File: src/rtl/decoder_38_arbiter_pkg.sv
// Shared constants and state encoding for the decoder_38 front-end arbiter.
package decoder_38_pkg;

    localparam logic [2:0] DEC_EN_ON  = 3'b100;
    localparam logic [2:0] DEC_EN_OFF = 3'b000;

    typedef enum logic [1:0] {
        IDLE = 2'd0,
        HOLD = 2'd1,
        GAP  = 2'd2
    } arb_state_t;

endpackage

File: src/rtl/decoder_38_arbiter_if.sv
// Requester/decoder-side bundle of the arbiter: requests and codes in, decoder pins and status out.
interface decoder_38_arbiter_if
    import decoder_38_pkg::*;
#(
    parameter int NREQ = 4
);
    logic [NREQ-1:0]   req;
    logic [3*NREQ-1:0] code;
    logic [2:0]        dec_enable;
    logic [2:0]        dec_switch;
    logic [NREQ-1:0]   grant;
    logic [NREQ-1:0]   ack;
    logic              busy;

    modport master (
        output req, code,
        input  dec_enable, dec_switch, grant, ack, busy
    );

    modport slave (
        input  req, code,
        output dec_enable, dec_switch, grant, ack, busy
    );
endinterface

File: src/rtl/decoder_38_arbiter_rr_pick.sv
// Combinational round-robin picker: first requester at or after rr_ptr, wrapping mod NREQ.
module rr_pick
    import decoder_38_pkg::*;
#(
    parameter int NREQ  = 4,
    parameter int IDX_W = $clog2(NREQ)
) (
    input  logic [NREQ-1:0]  req,
    input  logic [IDX_W-1:0] rr_ptr,
    output logic [NREQ-1:0]  onehot,
    output logic [IDX_W-1:0] win_idx,
    output logic             any_req
);
    localparam int SW = IDX_W + 1;

    logic [SW-1:0] sum;

    // Scan the search order backwards so the last hit is the first candidate after rr_ptr.
    always_comb begin
        sum     = '0;
        win_idx = '0;
        any_req = |req;
        for (int k = NREQ - 1; k >= 0; k--) begin
            sum = {1'b0, rr_ptr} + SW'(k);
            if (sum >= SW'(NREQ)) begin
                sum = sum - SW'(NREQ);
            end
            if (req[sum[IDX_W-1:0]]) begin
                win_idx = sum[IDX_W-1:0];
            end
        end
        onehot = any_req ? (NREQ'(1) << win_idx) : '0;
    end
endmodule

File: src/rtl/decoder_38_arbiter.sv
// Round-robin arbiter that time-shares one decoder_38 (and its LEDs) between NREQ requesters.
module decoder_38_arbiter
    import decoder_38_pkg::*;
#(
    parameter int NREQ        = 4,
    parameter int HOLD_CYCLES = 16,
    parameter int GAP_CYCLES  = 2,
    parameter int CNT_W       = 8
) (
    input logic                 clk,
    input logic                 rst_n,
    decoder_38_arbiter_if.slave bus
);
    localparam int               IDX_W     = $clog2(NREQ);
    localparam logic [CNT_W-1:0] HOLD_LAST = CNT_W'(HOLD_CYCLES - 1);
    localparam logic [CNT_W-1:0] GAP_LAST  = CNT_W'((GAP_CYCLES > 0) ? GAP_CYCLES - 1 : 0);
    localparam logic [IDX_W-1:0] LAST_IDX  = IDX_W'(NREQ - 1);

    arb_state_t       state;
    logic [IDX_W-1:0] rr_ptr;
    logic [IDX_W-1:0] win_idx;
    logic [CNT_W-1:0] counter;

    logic [NREQ-1:0]  pick_onehot;
    logic [IDX_W-1:0] pick_idx;
    logic             any_req;
    logic [2:0]       code_arr [NREQ];

    for (genvar i = 0; i < NREQ; i++) begin : g_code
        assign code_arr[i] = bus.code[3*i +: 3];
    end

    rr_pick #(
        .NREQ  (NREQ),
        .IDX_W (IDX_W)
    ) u_pick (
        .req     (bus.req),
        .rr_ptr  (rr_ptr),
        .onehot  (pick_onehot),
        .win_idx (pick_idx),
        .any_req (any_req)
    );

    // Completion and early release share one exit; only completion earns an ack.
    always_ff @(posedge clk) begin
        if (!rst_n) begin
            state          <= IDLE;
            rr_ptr         <= '0;
            win_idx        <= '0;
            counter        <= '0;
            bus.dec_enable <= DEC_EN_OFF;
            bus.dec_switch <= 3'b000;
            bus.grant      <= '0;
            bus.ack        <= '0;
            bus.busy       <= 1'b0;
        end else begin
            bus.ack <= '0;
            case (state)
                IDLE: begin
                    if (any_req) begin
                        bus.dec_switch <= code_arr[pick_idx];
                        bus.grant      <= pick_onehot;
                        bus.dec_enable <= DEC_EN_ON;
                        bus.busy       <= 1'b1;
                        win_idx        <= pick_idx;
                        counter        <= '0;
                        state          <= HOLD;
                    end
                end
                HOLD: begin
                    if (counter == HOLD_LAST || !bus.req[win_idx]) begin
                        if (counter == HOLD_LAST) begin
                            bus.ack <= bus.grant;
                        end
                        bus.grant      <= '0;
                        bus.dec_enable <= DEC_EN_OFF;
                        rr_ptr         <= (win_idx == LAST_IDX) ? '0 : win_idx + 1'b1;
                        counter        <= '0;
                        if (GAP_CYCLES == 0) begin
                            bus.busy <= 1'b0;
                            state    <= IDLE;
                        end else begin
                            state <= GAP;
                        end
                    end else begin
                        counter <= counter + 1'b1;
                    end
                end
                GAP: begin
                    if (counter == GAP_LAST) begin
                        bus.busy <= 1'b0;
                        counter  <= '0;
                        state    <= IDLE;
                    end else begin
                        counter <= counter + 1'b1;
                    end
                end
                default: state <= IDLE;
            endcase
        end
    end
endmodule

File: src/flat_wrapper.sv
// flat-port wrapper written by rule: the top's interface ports become plain ports
module decoder_38_arbiter_flat import decoder_38_pkg::*;
#(
    parameter int NREQ        = 4,
    parameter int HOLD_CYCLES = 16,
    parameter int GAP_CYCLES  = 2,
    parameter int CNT_W       = 8
)
  (clk, rst_n, bus_req, bus_code, bus_dec_enable, bus_dec_switch, bus_grant, bus_ack, bus_busy);
  decoder_38_arbiter_if #(.NREQ(NREQ)) bus_i ();
  input logic clk;
  input logic rst_n;
  input wire logic [$bits(bus_i.req)-1:0] bus_req;
  input wire logic [$bits(bus_i.code)-1:0] bus_code;
  output wire logic [$bits(bus_i.dec_enable)-1:0] bus_dec_enable;
  output wire logic [$bits(bus_i.dec_switch)-1:0] bus_dec_switch;
  output wire logic [$bits(bus_i.grant)-1:0] bus_grant;
  output wire logic [$bits(bus_i.ack)-1:0] bus_ack;
  output wire logic [$bits(bus_i.busy)-1:0] bus_busy;
  assign bus_i.req = bus_req;
  assign bus_i.code = bus_code;
  assign bus_dec_enable = bus_i.dec_enable;
  assign bus_dec_switch = bus_i.dec_switch;
  assign bus_grant = bus_i.grant;
  assign bus_ack = bus_i.ack;
  assign bus_busy = bus_i.busy;
  decoder_38_arbiter #(.NREQ(NREQ), .HOLD_CYCLES(HOLD_CYCLES), .GAP_CYCLES(GAP_CYCLES), .CNT_W(CNT_W)) u_core (.clk(clk), .rst_n(rst_n), .bus(bus_i));
endmodule
File: config.mk
export PLATFORM = sky130hd
export DESIGN_NAME = decoder_38_arbiter_flat
export DESIGN_NICKNAME = d
export VERILOG_FILES = /design/src/rtl/decoder_38_arbiter_pkg.sv /design/src/rtl/decoder_38_arbiter_if.sv /design/src/rtl/decoder_38_arbiter_rr_pick.sv /design/src/rtl/decoder_38_arbiter.sv /design/src/flat_wrapper.sv
export SDC_FILE = /design/constraint.sdc
export NUM_CORES = 1
export LEC_CHECK = 0
export ABC_AREA = 1
export BUFFER_PORTS_ARGS = -buffer_cell sky130_fd_sc_hd__buf_2
export CORE_UTILIZATION = 54
export DETAILED_ROUTE_END_ITERATION = 8
export GPL_ROUTABILITY_DRIVEN = 1
export GPL_TIMING_DRIVEN = 0
export PLACE_DENSITY = 0.78
export SYNTH_ARGS = -nofsm -noshare
export SYNTH_HDL_FRONTEND = slang
export SYNTH_SLANG_ARGS = --single-unit
export TNS_END_PERCENT = 100
File: constraint.sdc
create_clock -name clk -period 1.7 [get_ports clk]
set_input_delay 0.085 -clock clk [delete_from_list [all_inputs] [get_ports clk]]
set_output_delay 0.085 -clock clk [all_outputs]
set_load 0.05 [all_outputs]
==> results.json <==
{
  "setup_violations": 0,
  "hpwl_um": 2472,
  "firstDrtPassIters": 4,
  "status": "finished clean",
  "power_density_nw_per_um2": 1639,
  "core_area_um2": 2829,
  "dieHeight_um": 57.54,
  "hold_viol": 0,
  "area_growth_pct": 16.30,
  "irDropWorstVdd_uv": 1296,
  "grt_pass1_wl_um": 5361,
  "drt_wl_total_um": 3215,
  "yosys_register_bits": 27,
  "vias_per_cell": 4.936,
  "max_freq_mhz": 627.4,
  "crit_top_cell": "inv_1",
  "arrival_ps": 1880,
  "setup_ws_ps": 106.2,
  "critPathMaxStageDelay_ps": 420,
  "endpoint_kind": "flop",
  "ys.flop_type": "dfxtp_1",
  "final_antenna_net_count": 0,
  "layout_commonest_cell": "inv_1",
  "fin_skew_ps": 5.069,
  "grt_pass1_vias": 1318,
  "ys_seq_area_share_pct": 32.46,
  "clock_tree.root_cell": "clkbuf_4",
  "slew_viol_final": 0,
  "initial_core_util_pct": 58.87,
  "gr-total-overflow": 0,
  "cp_slowest_cell": "dfxtp_1",
  "cts-htree-levels": 1,
  "cts_tree": "built",
  "crit_path_start_kind": "flop",
  "dieArea_um2": 3310,
  "cp.buffers_inverters": 3,
  "path_clk_slew_ps": 160,
  "fin_crit_ps": 1594,
  "synth-edff-count": 0,
  "cp_max_fo": 6,
  "antenna_cells": 0,
  "ys_async_sr_fraction_pct": 0,
  "yosysUniqueCellTypes": 32,
  "avgSynthCellArea_um2": 6.797,
  "yosys_warnings": 0,
  "post-place-ws_ps": 6.678,
  "worstSkewPairLatency_ps": 330,
  "wl_per_cell_um": 10.27,
  "row_count": 19,
  "fin_util_pct": 68.47,
  "synthCells": 245,
  "cts.sinks": 27,
  "post-route-drc-count": 0,
  "synth_top_area_share_pct": 32.46,
  "vias": 1545,
  "io_pins": 33,
  "netlist_area_um2": 1665,
  "grt_max_degree": 18,
  "path_class": "flop to flop",
  "layout-drive-gt1-share_pct": 26.95,
  "die_w_um": 57.54,
  "finalNetCount": 308,
  "synth_area_leaders": "dfxtp_1 32%, inv_1 9.9%, nand2_1 9.5%, nand3_1 7.5%, nor2_1 6.5%",
  "critPathTopFamily": "simple AND/OR/NAND/NOR gates",
  "n_fill_cell": 262,
  "fin_hold_ws_ps": 41.64,
  "crit_chain": "inv_1 > ha_1 > inv_1 > nor2_2 > inv_1 > nand2_2 > nor2_4 > nand4_1 > xor2_1 > nor2_1",
  "cts_made_buffers": 3,
  "gp_congestion": 0.8017,
  "grtUsageTotal_pct": 20.67,
  "cap_violations": 0,
  "synth_top_area_cell": "dfxtp_1",
  "fin_crit_sh_pct": 93.75,
  "port_buffers": 30,
  "first_iter_violations": 38,
  "critPathRequiredTime_ps": 1980,
  "antenna_found_initial": 0,
  "hp-class": "primary input to flop",
  "clockBufferDepth": 2,
  "final_cell_mix": "44 x inv_1, 39 x nand2_1, 30 x buf_2",
  "power.leakage_nw": 0.9896
}
-- state kept, by name, summed over array words and instances, names as in the netlist --
signal,count
u_core.bus.grant,4
u_core.bus.dec_enable,1
u_core.counter,8
u_core.bus.dec_switch,3
u_core.rr_ptr,2
u_core.win_idx,2
u_core.bus.ack,4
u_core.state,2
u_core.bus.busy,1
-- synthesized netlist by cell type, types with 2 or more instances --
library cell,count
nand2_1,42
nand2_4,2
inv_2,5
nand4_1,2
inv_1,44
dfxtp_1,27
or2_2,2
nand3_4,2
buf_4,2
nand2_2,9
xor2_1,5
a21oi_1,14
nand3_1,25
o21ai_0,9
nor2_1,29
a22oi_1,2
o21ai_1,3
ha_1,7
-- worst paths after layout --
kind	start	to	slack, ps	depth (start not counted)
max	u_core.state[1]	u_core.counter[7]	110	10
min	rst_n	u_core.counter[0]	40	3
max reg2reg	u_core.state[1]	u_core.counter[7]	110	10
min reg2reg	u_core.bus.grant[0]	u_core.bus.ack[0]	460	2
-- worst register-to-register path: stages (launching register included) --
cell,delay (ps)
dfxtp_1,420
inv_1,90
ha_1,220
inv_1,80
nor2_2,50
inv_1,80
nand2_2,110
nor2_4,130
nand4_1,110
xor2_1,150
nor2_1,110
-- cell families (layout without fill, tap and decap cells) --
group,after synthesis,count (layout),synth area share [%]
DFF,27,27,32.46
and+or+nand+nor,119,119,35.31
xor gates and xnor gates,6,6,3.606
AOI/OAI and AO/OA,31,31,10.07
adders and majority gates,7,7,5.259
buffers and inverters,54,90,13.07
other,1,2,0.2252
-- layer usage --
| layer | vias up | wire, um | track usage [%] |
|---|---|---|---|
| met5 | - | 0 | 0 |
| met4 | 0 | 23 | 5.226 |
| met3 | 4 | 149 | 4.989 |
| met2 | 30 | 1506 | 35.22 |
| met1 | 676 | 1536 | 26.16 |
| li1 | 835 | - | - |
-- per-stage QoR --
step | power, mW | TNS [ps] | cells | instance area (um2)
6_report | 3.175 | 0 | 313 | 1937
3_3_place_gp | 2.790 | 0 | 307 | 1858
4_1_cts | 3.146 | 0 | 311 | 1897
5_1_grt | 3.466 | -8.792 | 313 | 1937
3_5_place_dp | 2.826 | 0 | 307 | 1858
2_1_floorplan | 2.463 | 0 | 246 | 1669
-- report_power, final --
group,internal (mW),total (mW),switching (mW)
Sequential,0.788,0.909,0.121
Combinational,0.656,1.96,1.31
Clock,0.0962,0.301,0.205
-- final cells by class --
| cell class | instances | area [um2] | area share (%) |
|---|---|---|---|
| multi-input combinational | 165 | 940.9 | 48.58 |
| sequential | 27 | 543.0 | 28.04 |
| inverter | 50 | 187.7 | 9.690 |
| timing repair buffer | 32 | 165.2 | 8.527 |
| tap | 31 | 38.79 | 2.003 |
| buffer | 4 | 30.03 | 1.550 |
| clock buffer | 3 | 22.52 | 1.163 |
| clock inverter | 1 | 8.758 | 0.4522 |
-- timing repair --
| action | 4_1_cts | 5_1_grt |
|---|---|---|
| resized for setup | 3 | 9 |
| hold endpoints to repair | 0 | 0 |
| setup buffers | 0 | 2 |
| hold buffers | 0 | 0 |
| endpoints found under the setup margin | 1 | 14 |
| cloned | 0 | 0 |
Note: power is estimated with default switching activity, not from simulation.
